===== config.mk =====
export PLATFORM = sky130hd
export DESIGN_NAME = boot_ctrl
export DESIGN_NICKNAME = d
export VERILOG_FILES = /design/src/rtl/boot_ctrl_pkg.sv /design/src/rtl/boot_ctrl_regs.sv /design/src/rtl/boot_ctrl.sv
export SDC_FILE = /design/constraint.sdc
export NUM_CORES = 1
export LEC_CHECK = 0
export ABC_CLOCK_PERIOD_IN_PS = 2750
export CAP_MARGIN = 20
export CORE_ASPECT_RATIO = 1.4
export CORE_MARGIN = 5
export CORE_UTILIZATION = 45
export DETAILED_ROUTE_END_ITERATION = 7
export DONT_BUFFER_PORTS = 1
export MAX_ROUTING_LAYER = met4
export REMOVE_ABC_BUFFERS = 1
export SYNTH_ARGS = -nofsm -noshare
export SYNTH_HDL_FRONTEND = slang
export SYNTH_HIERARCHICAL = 1
export SYNTH_SLANG_ARGS = --single-unit

===== constraint.sdc =====
create_clock -name clk -period 2.75 [get_ports clk]
set_input_delay 0.55 -clock clk [delete_from_list [all_inputs] [get_ports clk]]
set_output_delay 0.55 -clock clk [all_outputs]
set_load 0.03 [all_outputs]

===== src/rtl/boot_ctrl_pkg.sv =====
// Shared types and constants for the boot/run sequencer.
package boot_ctrl_pkg;

    typedef enum logic [1:0] {
        HOLD = 2'd0,
        IDLE = 2'd1,
        RUN  = 2'd2,
        DONE = 2'd3
    } boot_state_e;

    // Register byte offsets
    localparam logic [3:0] ADDR_CTRL      = 4'h0;
    localparam logic [3:0] ADDR_BOOT_ADDR = 4'h4;
    localparam logic [3:0] ADDR_STATUS    = 4'h8;
    localparam logic [3:0] ADDR_STATE     = 4'hC;

    // CTRL bit positions
    localparam int unsigned CTRL_GO_BIT     = 0;
    localparam int unsigned CTRL_SRST_BIT   = 1;
    localparam int unsigned CTRL_IRQ_EN_BIT = 3;

    // STATUS payload written when the watchdog expires
    localparam logic [30:0] WDT_EXIT_CODE = 31'h7FFF_FFFF;

endpackage


===== src/rtl/boot_ctrl_regs.sv =====
// APB decode and the CTRL / BOOT_ADDR / STATUS registers of boot_ctrl.
module boot_ctrl_regs
    import boot_ctrl_pkg::*;
#(
    parameter logic [31:0] BOOT_ADDR_RST = 32'h0101_0080
) (
    input  logic        clk,
    input  logic        reset,
    input  logic        apb_psel,
    input  logic        apb_penable,
    input  logic        apb_pwrite,
    input  logic [3:0]  apb_paddr,
    input  logic [31:0] apb_pwdata,
    output logic [31:0] apb_prdata,
    output logic        apb_pready,
    output logic        apb_pslverr,
    input  boot_state_e state,
    input  logic        wdt_fired,
    input  logic        status_clr,
    input  logic        wdt_set,
    output logic [31:0] core_boot_addr,
    output logic        eoc_irq,
    output logic        go_c,
    output logic        soft_rst_c,
    output logic        eoc_wr_c,
    output logic        status_eoc
);

    logic        irq_en;
    logic [31:0] boot_addr;
    logic [31:0] status;
    logic        access;
    logic        wr_ok;
    logic        status_wr;

    // Access-phase decode: misaligned addresses and writes to STATE are errors
    always_comb begin
        access      = apb_psel && apb_penable;
        apb_pslverr = access && ((apb_paddr[1:0] != 2'b00) ||
                                 (apb_pwrite && (apb_paddr == ADDR_STATE)));
        wr_ok       = access && apb_pwrite && !apb_pslverr;
        go_c        = wr_ok && (apb_paddr == ADDR_CTRL) && apb_pwdata[CTRL_GO_BIT];
        soft_rst_c  = wr_ok && (apb_paddr == ADDR_CTRL) && apb_pwdata[CTRL_SRST_BIT];
        status_wr   = wr_ok && (apb_paddr == ADDR_STATUS) && !status[31];
        eoc_wr_c    = status_wr && apb_pwdata[31];
    end

    // Register file; STATUS is write-once per run
    always_ff @(posedge clk or negedge reset) begin
        if (!reset) begin
            irq_en    <= 1'b0;
            boot_addr <= BOOT_ADDR_RST;
            status    <= '0;
        end else begin
            if (wr_ok && (apb_paddr == ADDR_CTRL)) begin
                irq_en <= apb_pwdata[CTRL_IRQ_EN_BIT];
            end
            if (wr_ok && (apb_paddr == ADDR_BOOT_ADDR)) begin
                boot_addr <= {apb_pwdata[31:2], 2'b00};
            end
            if (soft_rst_c || status_clr) begin
                status <= '0;
            end else if (wdt_set) begin
                status <= {1'b1, WDT_EXIT_CODE};
            end else if (status_wr) begin
                status <= apb_pwdata;
            end
        end
    end

    // Combinational read mux straight from the registers
    always_comb begin
        apb_prdata = '0;
        if (apb_psel && !apb_pwrite && (apb_paddr[1:0] == 2'b00)) begin
            case (apb_paddr)
                ADDR_CTRL:      apb_prdata[CTRL_IRQ_EN_BIT] = irq_en;
                ADDR_BOOT_ADDR: apb_prdata = boot_addr;
                ADDR_STATUS:    apb_prdata = status;
                ADDR_STATE:     apb_prdata = {23'd0, wdt_fired, 6'd0, state};
                default:        apb_prdata = '0;
            endcase
        end
    end

    assign apb_pready     = 1'b1;
    assign core_boot_addr = boot_addr;
    assign status_eoc     = status[31];
    assign eoc_irq        = status[31] && irq_en;

endmodule


===== src/rtl/boot_ctrl.sv =====
// Boot/run sequencer: core reset hold, fetch gating, EOC latch.
// Optional RUN-state watchdog enabled by defining BOOT_CTRL_WDT_EN.
module boot_ctrl
    import boot_ctrl_pkg::*;
#(
    parameter logic [31:0] BOOT_ADDR_RST = 32'h0101_0080,
    parameter int unsigned RST_HOLD_CYC  = 16,
    parameter bit          AUTO_BOOT     = 1'b0,
    parameter logic [31:0] WDT_CYC       = 32'd8_000_000
) (
    input  logic        clk,
    input  logic        reset,
    input  logic        apb_psel,
    input  logic        apb_penable,
    input  logic        apb_pwrite,
    input  logic [3:0]  apb_paddr,
    input  logic [31:0] apb_pwdata,
    output logic [31:0] apb_prdata,
    output logic        apb_pready,
    output logic        apb_pslverr,
    output logic        core_rst_n,
    output logic        core_fetch_en,
    output logic [31:0] core_boot_addr,
    output logic        eoc_irq
);

    localparam int unsigned HOLD_W = (RST_HOLD_CYC > 1) ? $clog2(RST_HOLD_CYC) : 1;

    boot_state_e       state;
    boot_state_e       state_next;
    logic [HOLD_W-1:0] hold_cnt;
    logic              hold_done;
    logic              rst_n_next;
    logic              fetch_next;
    logic              go_c;
    logic              soft_rst_c;
    logic              eoc_wr_c;
    logic              status_eoc;
    logic              status_clr_c;
    logic              wdt_fire_c;
    logic              wdt_fired;

    boot_ctrl_regs #(
        .BOOT_ADDR_RST (BOOT_ADDR_RST)
    ) u_regs (
        .clk            (clk),
        .reset          (reset),
        .apb_psel       (apb_psel),
        .apb_penable    (apb_penable),
        .apb_pwrite     (apb_pwrite),
        .apb_paddr      (apb_paddr),
        .apb_pwdata     (apb_pwdata),
        .apb_prdata     (apb_prdata),
        .apb_pready     (apb_pready),
        .apb_pslverr    (apb_pslverr),
        .state          (state),
        .wdt_fired      (wdt_fired),
        .status_clr     (status_clr_c),
        .wdt_set        (wdt_fire_c),
        .core_boot_addr (core_boot_addr),
        .eoc_irq        (eoc_irq),
        .go_c           (go_c),
        .soft_rst_c     (soft_rst_c),
        .eoc_wr_c       (eoc_wr_c),
        .status_eoc     (status_eoc)
    );

    assign hold_done    = (hold_cnt == HOLD_W'(RST_HOLD_CYC - 1));
    assign status_clr_c = go_c && (state == DONE) && !soft_rst_c;

`ifdef BOOT_CTRL_WDT_EN
    logic [31:0] wdt_cnt;

    // A same-cycle software EOC (or one already latched) pre-empts the watchdog
    assign wdt_fire_c = (state == RUN) && (wdt_cnt == (WDT_CYC - 32'd1)) &&
                        !status_eoc && !eoc_wr_c && !soft_rst_c;

    // Watchdog count of RUN cycles; zero on every RUN entry
    always_ff @(posedge clk or negedge reset) begin
        if (!reset) begin
            wdt_cnt   <= '0;
            wdt_fired <= 1'b0;
        end else begin
            wdt_cnt <= ((state == RUN) && (state_next == RUN)) ? wdt_cnt + 32'd1 : 32'd0;
            if (soft_rst_c) begin
                wdt_fired <= 1'b0;
            end else if (wdt_fire_c) begin
                wdt_fired <= 1'b1;
            end
        end
    end
`else
    logic wdt_cyc_unused;

    assign wdt_cyc_unused = ^{WDT_CYC, eoc_wr_c};
    assign wdt_fire_c     = 1'b0;
    assign wdt_fired      = 1'b0;
`endif

    // Hold counter: runs only while staying in HOLD, zero otherwise
    always_ff @(posedge clk or negedge reset) begin
        if (!reset) begin
            hold_cnt <= '0;
        end else if ((state == HOLD) && !soft_rst_c && !hold_done) begin
            hold_cnt <= hold_cnt + HOLD_W'(1);
        end else begin
            hold_cnt <= '0;
        end
    end

    // State and registered core controls
    always_ff @(posedge clk or negedge reset) begin
        if (!reset) begin
            state         <= HOLD;
            core_rst_n    <= 1'b0;
            core_fetch_en <= 1'b0;
        end else begin
            state         <= state_next;
            core_rst_n    <= rst_n_next;
            core_fetch_en <= fetch_next;
        end
    end

    // Next-state and next-output logic
    always_comb begin
        state_next = state;
        case (state)
            HOLD: if (hold_done)              state_next = IDLE;
            IDLE: if (go_c || AUTO_BOOT)      state_next = RUN;
            RUN:  if (status_eoc || wdt_fire_c) state_next = DONE;
            DONE: if (go_c)                   state_next = RUN;
            default:                          state_next = HOLD;
        endcase
        if (soft_rst_c) begin
            state_next = HOLD;
        end
        rst_n_next = (state_next != HOLD);
        fetch_next = (state_next == RUN);
    end

endmodule


==> impl.org, run 1 <==
** Status
- The run finished with clean final reports.

** STA
- Fmax :: approximately 0.44 GHz
- Setup clock skew after layout :: 7.12 ps
- The number of pins with negative max-slew slack in the final report came to 0.
- In this run the tightest slew margin relative to its limit is a little over half.
- The smallest clock period supported by the final layout is computed as about 2300 ps.
- The number of hold violations in the final report was 0.
- Hold is met by 44.6 ps.
- Setup repair after global routing left no endpoint under its margin.
- Slew of the pin with the lowest slew margin :: a little over 700 ps
- Setup violators final :: 0
- Share of the clock period used by the worst path :: between 80% and 90%
- Final worst slack :: ~450 ps

** Clocking
- The clock reaches the later pin of the worst-skew pair after ~350 ps.
- Clock-pin slew was measured on the worst setup and hold paths at around 70 ps.
- Counting every sink on the clock net gives 71.
- Clock tree from TritonCTS :: done
- The H-tree was split into 3 levels.
- Count of instances resized after the clock tree is built :: 0
- TritonCTS created 9 clock buffers.
- Clk root buf :: sky130_fd_sc_hd__clkbuf_8
- The clock passes through at most 2 buffers.

** Cells and area
- Leaving out fill and tap cells, the most frequent cell in the layout is sky130_fd_sc_hd__dfrtp_1.
- Nets@finish :: between 300 and 400
- Most used cells in the layout excluding fill and tap cells :: 68 x sky130_fd_sc_hd__dfrtp_1, 38 x sky130_fd_sc_hd__buf_4, 37 x sky130_fd_sc_hd__nor2_1, 31 x sky130_fd_sc_hd__mux2_1, 31 x sky130_fd_sc_hd__o221a_1
- Once layout is done, the placed cells without fillers occupy 3890 um2.
- Area Overhead vs Synth :: 16.9%
- Post-layout utilization of the core :: a little over half
- The post-route netlist has 21.8% of its cells at a drive strength greater than 1.
- Filler-free cell count of the finished design :: roughly 410
- 0 antenna diodes ended up in the layout.

** Drt
- Total wire length :: roughly 8.5 mm
- Dividing the detail-routed wire length by the instance count gives around 21 um.
- The first detailed-routing pass ran for 4 iterations.
- After detailed routing, the number of remaining DRC violations is 0.
- In the routed layout, each cell is associated on average with a via count of just under 6.
- The first routing iteration left 145 violations.
- For this block, the via count after detailed routing is approximately 2,400.
- The count of nets left with antenna violations once routing finished came out at 0.

** Worst setup path
- For this run, the slowest stage of the critical path takes 480 ps.
- End point of the critical path :: apb_prdata[10]
- Critical path cell sequence :: nor4b_2 -> o21ai_2 -> buf_4 -> nor2_1 -> buf_4
- Worst Path Class, Setup :: in2out
- The cell that appears most often on the critical path is sky130_fd_sc_hd__buf_4.
- The worst setup path is captured at an output pin.
- Reg2reg path depth :: 5
- At the worst endpoint, the required time is approximately 2200 ps.
- STA puts the critical path data arrival time at between 1500 and 2000 ps.
- Type of origin of the critical path :: primary input
- The endpoint identified for the worst register-to-register timing path is u_regs/status[21].
- Maximum fanout encountered on the critical timing path :: 19
- The worst register-to-register path begins at state[0].
- Worst-case register-to-register setup slack :: about 1000 ps
- Critical-path cell with the highest stage delay :: sky130_fd_sc_hd__nor4b_2
- In this run the worst setup path begins at apb_paddr[1].

** Placed design
- Number of placed instances, taps included :: between 300 and 400
- Post-placement setup slack :: between 200 and 250 ps
- RePlAce Congestion :: around 0.77
- The wire-length estimate of the detail-placed layout is roughly 5.8 mm.
- In this run the cell area measured after placement is roughly 3700 um2.
- Buffers placed on the I/O ports in this run total 0.

** Synthesis
- Cells after Synth :: about 270
- YS warnings :: 6
- Summing every instance area after synthesis gives between 3000 and 4000 um2.
- Average cell area after synthesis :: 12.2 um2

** Die
- The die covers 9250 um2.
- The floorplan has 37 rows.
- Vertical die dimension :: between 100 and 150 um
- Effective utilization at floorplan :: 45.9%
- Core outline area :: 7270 um2
- Pin placement for this block handled 110 I/O pins.
- The floorplan step set the die width to slightly above 80 um.

** Power
- Int Pwr :: 1.70 mW
- Switching fraction of total power :: approximately 30%
- Leakage power :: 1.59 nW
- Dividing total power by cell area gives a power density of 624 nW/um2.
- Clock group share of total power :: 35.5%
- Worst vdd ir :: between 0.3 and 0.4 mV
- Reg power frac :: between 50% and 60%
- Logic pwr share :: under 10%
- Reported net switching power :: ~0.73 mW

** GRT
- Entering global routing, the biggest net connects a little under 70 pins.
- Global Route Usage Sum :: between 10% and 20%
- Initial antenna violation count :: 0
- Summed over all layers, the global routing overflow is 0.
- Global-route wire length before repair :: around 14 mm
- Number of global-route vias before repair :: about 2,500

** Job
- Across the run, the number of max-cap violations was 0.

** Hold path
- Path class of the lowest-slack min-delay path :: in2async
registers in the layout, summed over array words and instances (netlist names):
signal,cells
core_fetch_en,1
u_regs/core_boot_addr,30
u_regs/irq_en,1
u_regs/status,32
state,2
core_rst_n,1
hold_cnt,4
stage by stage:
stage | total power [mW] | setup TNS [ps]
after floorplan | 1.50 | -31290
after global placement | 1.56 | 0
after detailed placement | 1.57 | 0
after CTS | 2.46 | 0
after global routing | 2.54 | 0
final | 2.43 | 0
power groups by stage:
stage	clock, mW	sequential (mW)	combinational [mW]
2_1_floorplan	0	1.36	0.147
3_3_place_gp	0	1.38	0.177
3_5_place_dp	0	1.39	0.183
4_1_cts	0.882	1.37	0.207
5_1_grt	0.926	1.38	0.232
6_report	0.863	1.36	0.203
worst min-delay path by stage:
stage	startpoint	end	cells past startpoint
after floorplan	reset	core_fetch_en	0
after global placement	reset	u_regs/core_boot_addr[8]	0
after detailed placement	reset	u_regs/core_boot_addr[8]	0
after CTS	reset	u_regs/core_boot_addr[24]	0
after global routing	reset	u_regs/core_boot_addr[7]	0
final	reset	u_regs/core_boot_addr[24]	0
critical path, delay by kind of cell:
family	cells	cell delay (ps)
AO/OA/AOI/OAI	1	130
buffers and inverters	2	420
AND/OR/NAND/NOR	2	630
final cells by class:
| class | count | area, um2 |
|---|---|---|
| Fill cell | 672 | 3370 |
| Sequential cell | 71 | 1780 |
| Multi-Input combinational cell | 180 | 1450 |
| Timing Repair Buffer | 40 | 333 |
| Clock buffer | 11 | 151 |
| Tap cell | 97 | 121 |
| Clock inverter | 5 | 56.3 |
| Inverter | 1 | 3.75 |
repair_timing:
item | in CTS | in global routing
hold endpoints to repair | 68 | 0
hold buffers | 1 | 0
setup buffers | 0 | 0
layer usage:
metal	global-route usage (%)	wire length (um)	part of all wire (%)
met2	31.0	4380	51
met5	-	0	0
met3	5.26	544	6.4
met4	9.60	153	1.8
met1	23.5	3430	40
No activity file was read; power rests on OpenSTA's default activity.
==> run 2, diff against run 1 <==
--- a/config.mk
+++ b/config.mk
@@ -5,7 +5,7 @@
 export SDC_FILE = /design/constraint.sdc
 export NUM_CORES = 1
 export LEC_CHECK = 0
-export ABC_CLOCK_PERIOD_IN_PS = 2750
+export ABC_CLOCK_PERIOD_IN_PS = 2300
 export CAP_MARGIN = 20
 export CORE_ASPECT_RATIO = 1.4
 export CORE_MARGIN = 5
==> constraint.sdc (replaced) <==
create_clock -name clk -period 2.3 [get_ports clk]
set_input_delay 0.46 -clock clk [delete_from_list [all_inputs] [get_ports clk]]
set_output_delay 0.46 -clock clk [all_outputs]
set_load 0.03 [all_outputs]
==> run 2 against run 1 <==
The run now ends with negative hold slack left; wire length up 0.26%; sequential share of layout area down 0.36 points; power up 20%.
==> impl.org, run 2 (synthesis results as in run 1) <==
** STA
- Total negative setup slack :: 0 ps
- After layout, the worst path uses a little over 90% of the clock period.
- Slew of the pin with the lowest slew margin :: a little under 700 ps
- Setup repair after global routing left no endpoint under its margin.
- Setup violators final :: 0
- Fmax :: ~0.47 GHz
- Min Clock Period, post-route :: approximately 2100 ps
- The number of hold violations in the final report came to 8.
- Clock skew on the completed layout was measured at between 3 and 4 ps.
- Worst hold slack :: -17.4 ps
- Pins over their slew limit :: 0
- Measured against its own limit, the worst slew margin works out to around 54%.

** GRT
- Global-route wire length before repair :: 14.0 mm
- Global routing used about a fifth of the available tracks across all layers.
- Largest net degree at the start of global routing :: 72
- Initial antenna violation count :: 0
- Global-route congestion overflow total :: 0
- Number of global-route vias before repair :: ~2,600

** Cells and area
- The register with the most flip-flops in the layout has 32 of them.
- Of the cells placed in the final design, the portion with a size suffix greater than 1 is roughly 22%.
- The filler cells instantiated in the layout total 666.
- Registers take approximately 1800 um2.
- The repair_antennas step left the layout with diodes totalling 0.
- Non-Filler Cell Area, Final :: about 3900 um2
- Summing all multi-input logic gate instances after layout gives between 1000 and 1500 um2.
- Most frequent standard cell in the layout excluding fill and tap cells :: sky130_fd_sc_hd__dfrtp_1
- For this run, the post-layout net count is between 300 and 400.
- The finished layout holds 409 standard cells, fillers aside.
- Leaving out fill and tap cells, the most frequent cells in the layout are 68 x sky130_fd_sc_hd__dfrtp_1, 42 x sky130_fd_sc_hd__buf_4, 37 x sky130_fd_sc_hd__nor2_1, 31 x sky130_fd_sc_hd__mux2_1, 31 x sky130_fd_sc_hd__o221a_1.
- Area Overhead vs Synth :: 17.8%
- More flip-flops sit in one register than any other, and that register is u_regs/status.

** Clocking
- No sink is reached through more buffers than the 2 on the longest clock path.
- In this run the number of H-tree levels came out at 3.
- Clock network latency to the later pin of the worst-skew pair :: about 340 ps
- The number of clock buffers added by TritonCTS is 9.
- Clock tree from TritonCTS :: done
- Clock slew seen by the registers of the worst setup and hold paths :: roughly 70 ps
- Count of instances resized after the clock tree is built :: 0
- Clock tree synthesis found a total of between 70 and 80 sinks.
- Post-CTS setup repair buffer count :: 0
- Clk root buf :: sky130_fd_sc_hd__clkbuf_8

** Power
- Leakage power :: 1.62 nW
- VDD sags by at most 0.439 mV.
- Power spread over the standard cell area amounts to around 740 nW/um2.

** Drt
- Final routed DRC violation total :: 0
- Number of detailed-route iterations in the first pass :: 4
- The detailed router finished its first iteration with 130 violations.
- Detail-routed via count per cell :: a little under 6
- The detail route stage leaves a number of antenna-violating nets equal to 0.
- Total wire length :: roughly 8.5 mm
- After detailed routing, the average wire length per cell comes to ~21 um.
- The final route contains around 2,400 vias.

** Worst setup path
- Maximum fanout encountered on the critical timing path :: 16
- Arrival time at the worst endpoint :: around 1700 ps
- Critical Path End Type :: output pin
- In this run the critical register-to-register path is launched from state[0].
- For the worst setup path, the data required time is between 1500 and 2000 ps.
- Reg2reg path depth :: 5
- Reg-to-reg critical path endpoint :: u_regs/status[22]
- Worst Path Class, Setup :: in2out
- Setup slack on the worst reg-to-reg path comes out at approximately 600 ps.
- Type of origin of the critical path :: primary input

** Die
- The initial utilization of the core area, before any placement, comes to between 40% and 50%.
- In this run the vertical extent of the chip is about 110 um.
- Core outline area :: ~7300 um2
- Cell row count :: 37
- I/O pin count :: 110
- The die is approximately 83 um wide.
- DIE AREA :: just over 9000 um2

** Status
- Outcome :: finished, violations left
- Violated checks :: negative hold slack

** Placed design
- Detailed placement finished with a half-perimeter wire length of 5.83 mm.
- Input and output buffers added on the ports amount to 0.
- Number of placed instances, taps included :: slightly below 400
- At the end of routability-driven placement, the weighted congestion stood at between 0.8 and 0.9.
- In this run the cell area measured after placement is 3690 um2.

** Hold path
- The min-delay analysis places its worst path in the category in2async.

** Job
- Max-capacitance violation count :: 0
-- run 2: changes by cell type in the layout (fill, tap and decap cells not counted), sizes merged --
| cell | delta |
|---|---|
| clkbuf | +2 |
| clkinv | -1 |
| clkinvlp | -1 |
| buf | +4 |
-- run 2: cell type report --
| type | instances | share of cell area [%] |
|---|---|---|
| Clock buffer | 13 | 4.30 |
| Tap cell | 97 | 3.09 |
| Inverter | 1 | 0.0956 |
| Sequential cell | 71 | 45.3 |
| Clock inverter | 3 | 1.02 |
| Timing Repair Buffer | 44 | 9.24 |
| Multi-Input combinational cell | 180 | 36.9 |
-- run 2: power breakdown --
part	internal [mW]	switching (mW)	total [mW]
sequential	1.36	0.269	1.63
clock	0.587	0.455	1.04
combinational	0.114	0.135	0.249
total	2.07	0.859	2.92
-- run 2: worst max-delay path by stage --
stage	start	endpoint	slack, ps
6_report	apb_paddr[1]	apb_prdata[11]	160
3_5_place_dp	apb_pwrite	u_regs/status[22]	50
2_1_floorplan	apb_paddr[0]	u_regs/core_boot_addr[10]	-920
4_1_cts	apb_paddr[1]	apb_prdata[11]	150
3_3_place_gp	apb_pwrite	u_regs/status[7]	100
5_1_grt	apb_paddr[1]	apb_prdata[11]	120
-- run 2: per-stage QoR --
| step | setup slack (ps) | util, % | total power, mW |
|---|---|---|---|
| 2_1_floorplan | -915 | - | 1.80 |
| 4_1_cts | 148 | 54.0 | 2.95 |
| 3_3_place_gp | 95.6 | 50.8 | 1.87 |
| 3_5_place_dp | 51.8 | 50.8 | 1.88 |
| 5_1_grt | 121 | 54.0 | 3.07 |
| 6_report | 156 | 54.0 | 2.92 |
-- run 2: timing repair --
item,CTS,global route
hold buffers,1,0
setup endpoints to repair,0,0
endpoints found under the hold margin,71,0
-- run 2: layer usage --
layer / wire, um / track usage [%] / share of wire, %
met5: 0 / - / 0
met4: 130 / 6.65 / 1.5
met3: 668 / 6.63 / 7.8
met2: 4430 / 32.4 / 52
met1: 3300 / 24.5 / 39
-- run 2: worst max-delay path, stage by stage --
cell and delay (ps):
sky130_fd_sc_hd__nor4b_2 420, sky130_fd_sc_hd__o21ai_2 150, sky130_fd_sc_hd__buf_4 230, sky130_fd_sc_hd__nor2_1 220, sky130_fd_sc_hd__buf_4 200
==> run 3, diff against run 2 <==
--- a/config.mk
+++ b/config.mk
@@ -10,9 +10,11 @@
 export CORE_ASPECT_RATIO = 1.4
 export CORE_MARGIN = 5
 export CORE_UTILIZATION = 45
+export CTS_BUF_LIST = sky130_fd_sc_hd__clkbuf_16
 export DETAILED_ROUTE_END_ITERATION = 7
 export DONT_BUFFER_PORTS = 1
 export MAX_ROUTING_LAYER = met4
+export PLACE_DENSITY = 0.61
 export REMOVE_ABC_BUFFERS = 1
 export SYNTH_ARGS = -nofsm -noshare
 export SYNTH_HDL_FRONTEND = slang
==> run 3 against run 2 <==
The flow now finishes without violations; critical path depth stayed put; highest routed layer unchanged; critical endpoint unchanged; final cell count up 0.73%; design area rose by 2.1%.
==> impl.org, run 3 (synthesis results as in run 1) <==
** STA
- Tightest slew margin relative to the limit :: between 50% and 60%
- Final Hold Vio Count :: 0
- Between clock sinks in the finished design, the worst skew comes to around 4.5 ps.
- At the pin with the least slew margin, the transition time is roughly 660 ps.
- Share of the clock period used by the worst path :: between 80 and 90%
- Pins over their slew limit :: 0
- Fmax :: 0.484 GHz
- Setup total negative slack on the finished layout was measured at 0 ps.
- Min Clock Period, post-route :: slightly above 2000 ps
- Unrepaired setup endpoints after global routing :: no
- Setup violators final :: 0

** Cells and area
- At the end of the flow, the number of nets in the layout was approximately 350.
- Area Overhead vs Synth :: 20.3%
- Filler-free cell count of the finished design :: a little over 400
- Final antenna diode count :: 0
- Number of filler instances in the final layout :: 665
- Ratio of cells with drive above 1 in the final layout :: roughly 22%
- More flip-flops sit in one register than any other, and that register is u_regs/status.
- Flip-flop count of the largest register after layout :: 32
- Most used cells in the layout excluding fill and tap cells :: 68 x sky130_fd_sc_hd__dfrtp_1, 43 x sky130_fd_sc_hd__buf_4, 37 x sky130_fd_sc_hd__nor2_1, 31 x sky130_fd_sc_hd__mux2_1, 31 x sky130_fd_sc_hd__o221a_1
- Leaving out fill and tap cells, the most frequent cell in the layout is sky130_fd_sc_hd__dfrtp_1.

** Power
- Across the VDD grid, the largest voltage drop is approximately 0.44 mV.
- Power spread over the standard cell area amounts to between 700 and 800 nW/um2.
- The analysis attributes to cell leakage a power of approximately 1.7 nW.

** Die
- Core outline area :: 7270 um2
- DIE AREA :: ~9300 um2
- The floorplan has 37 rows.
- Effective utilization at floorplan :: 45.9%
- The die is approximately 110 um tall.
- From left edge to right edge, the die measures 82.7 um.
- I/O pin count :: 110

** Drt
- Dividing the detail-routed via count by the number of cells gives a little under 6.
- Once detail routing completed, the nets flagged for antenna violations numbered 0.
- Number of detailed-route iterations in the first pass :: 4
- Vias post-DR :: ~2,400
- The first routing iteration left roughly 140 violations.
- Final routed DRC violation total :: 0
- Total wire length :: ~8.5 mm
- Dividing the detail-routed wire length by the instance count gives approximately 21 um.

** Clocking
- The longest clock path from root to sink contains 2 buffers.
- Clk root buf :: sky130_fd_sc_hd__clkbuf_16
- Buffers inserted during clock tree synthesis total 9.
- TritonCTS Sinks :: about 70
- The H-tree was split into 3 levels.
- Clock latency on the worst-skew pair, taken at its later pin, is about 330 ps.
- Count of instances resized after the clock tree is built :: 0
- After clock tree synthesis, the clock-pin slew on the worst setup and hold paths is about 60 ps.
- TritonCTS built the clock tree.

** Placed design
- Detailed placement ended at an HPWL of around 6 mm.
- RePlAce Congestion :: around 0.8
- Buffers placed on the I/O ports in this run total 0.
- Number of placed instances, taps included :: a little under 400

** GRT
- Global routing consumed, over all layers together, between 20% and 30% of the routing resources.
- Entering global routing, the biggest net connects between 70 and 80 pins.
- The first global-routing pass estimated 14.3 mm of wire.
- Initial antenna violation count :: 0
- Global-route congestion overflow total :: 0
- Number of global-route vias before repair :: around 2,600

** Worst setup path
- STA classifies the critical path endpoint as an output pin.
- At the worst endpoint, the arrival time is between 1500 and 2000 ps.
- The worst setup path is launched from a primary input.
- Reg2reg path depth :: 4
- Maximum fanout encountered on the critical timing path :: 13
- Worst setup path startpoint :: apb_paddr[1]
- Reg-to-reg critical path endpoint :: u_regs/status[14]
- Reg-to-Reg Start :: u_regs/status[31]
- End point of the critical path :: apb_prdata[11]
- Across all register-to-register paths, the minimum setup slack is approximately 920 ps.
- Required @ worst endpoint :: 1840 ps
- Worst Path Class, Setup :: in2out

** Job
- Max-capacitance violation count :: 0

** Status
- The run finished with clean final reports.

** Hold path
- In this run the worst hold path is classified as in2async.
run 3: changes by cell type in the layout (fill, tap and decap cells not counted), sizes merged:
cell,delta
bufinv,-1
buf,+3
clkinvlp,+1
inv,+1
clkbuf,-4
clkinv,+3
run 3: critical path, cell delays in order:
cell and delay [ps]:
sky130_fd_sc_hd__nor4b_2 380, sky130_fd_sc_hd__o21ai_2 120, sky130_fd_sc_hd__buf_4 210, sky130_fd_sc_hd__nor2_1 220, sky130_fd_sc_hd__buf_4 210
run 3: routing by layer:
layer	GRT usage (%)	wire, um	up-vias
li1	-	-	1093
met1	24.9	3230	1216
met2	33.0	4470	80
met3	5.02	608	14
met4	10.6	238	0
met5	-	0	-
run 3: report_power, final:
group / leakage, nW / switching (mW) / internal [mW]
combinational: 0.735 / 0.135 / 0.118
sequential: 0.789 / 0.267 / 1.37
clock: 0.127 / 0.492 / 0.707
run 3: layout make-up:
type                    count  area [um2]  area share (%)
repair buffers             47         410            10.2
clock buffers               9         225            5.62
flip-flops and latches     71        1780            44.4
multi-input cells         180        1440            35.8
clock inverters             7        31.3           0.780
well taps                  97         121            3.03
inverters                   1        3.75          0.0936
run 3: worst min path at each step:
stage	from	to	cells after the start
final	reset	core_rst_n	1
after global routing	reset	core_rst_n	1
after CTS	reset	core_rst_n	1
after detailed placement	reset	u_regs/core_boot_addr[8]	0
after global placement	reset	u_regs/core_boot_addr[8]	0
after floorplan	reset	core_fetch_en	0
run 3: metrics by stage:
| step | hold WS [ps] | setup slack, ps | utilization, % | power, mW | area (um2) |
|---|---|---|---|---|---|
| 3_5_place_dp | 167 | 292 | 51.2 | 1.88 | 3720 |
| 3_3_place_gp | 167 | 287 | 51.2 | 1.88 | 3720 |
| 4_1_cts | 32.4 | 275 | 55.2 | 3.12 | 4010 |
| 5_1_grt | 45.2 | 159 | 55.2 | 3.23 | 4010 |
| 2_1_floorplan | 164 | -915 | - | 1.80 | 3200 |
| 6_report | 20.1 | 232 | 55.2 | 3.09 | 4010 |
run 3: what timing repair did:
item / 4_1_cts / 5_1_grt
hold buffers: 1 / 0
buffers inserted: 0 / 0
endpoints found under the hold margin: 71 / 0
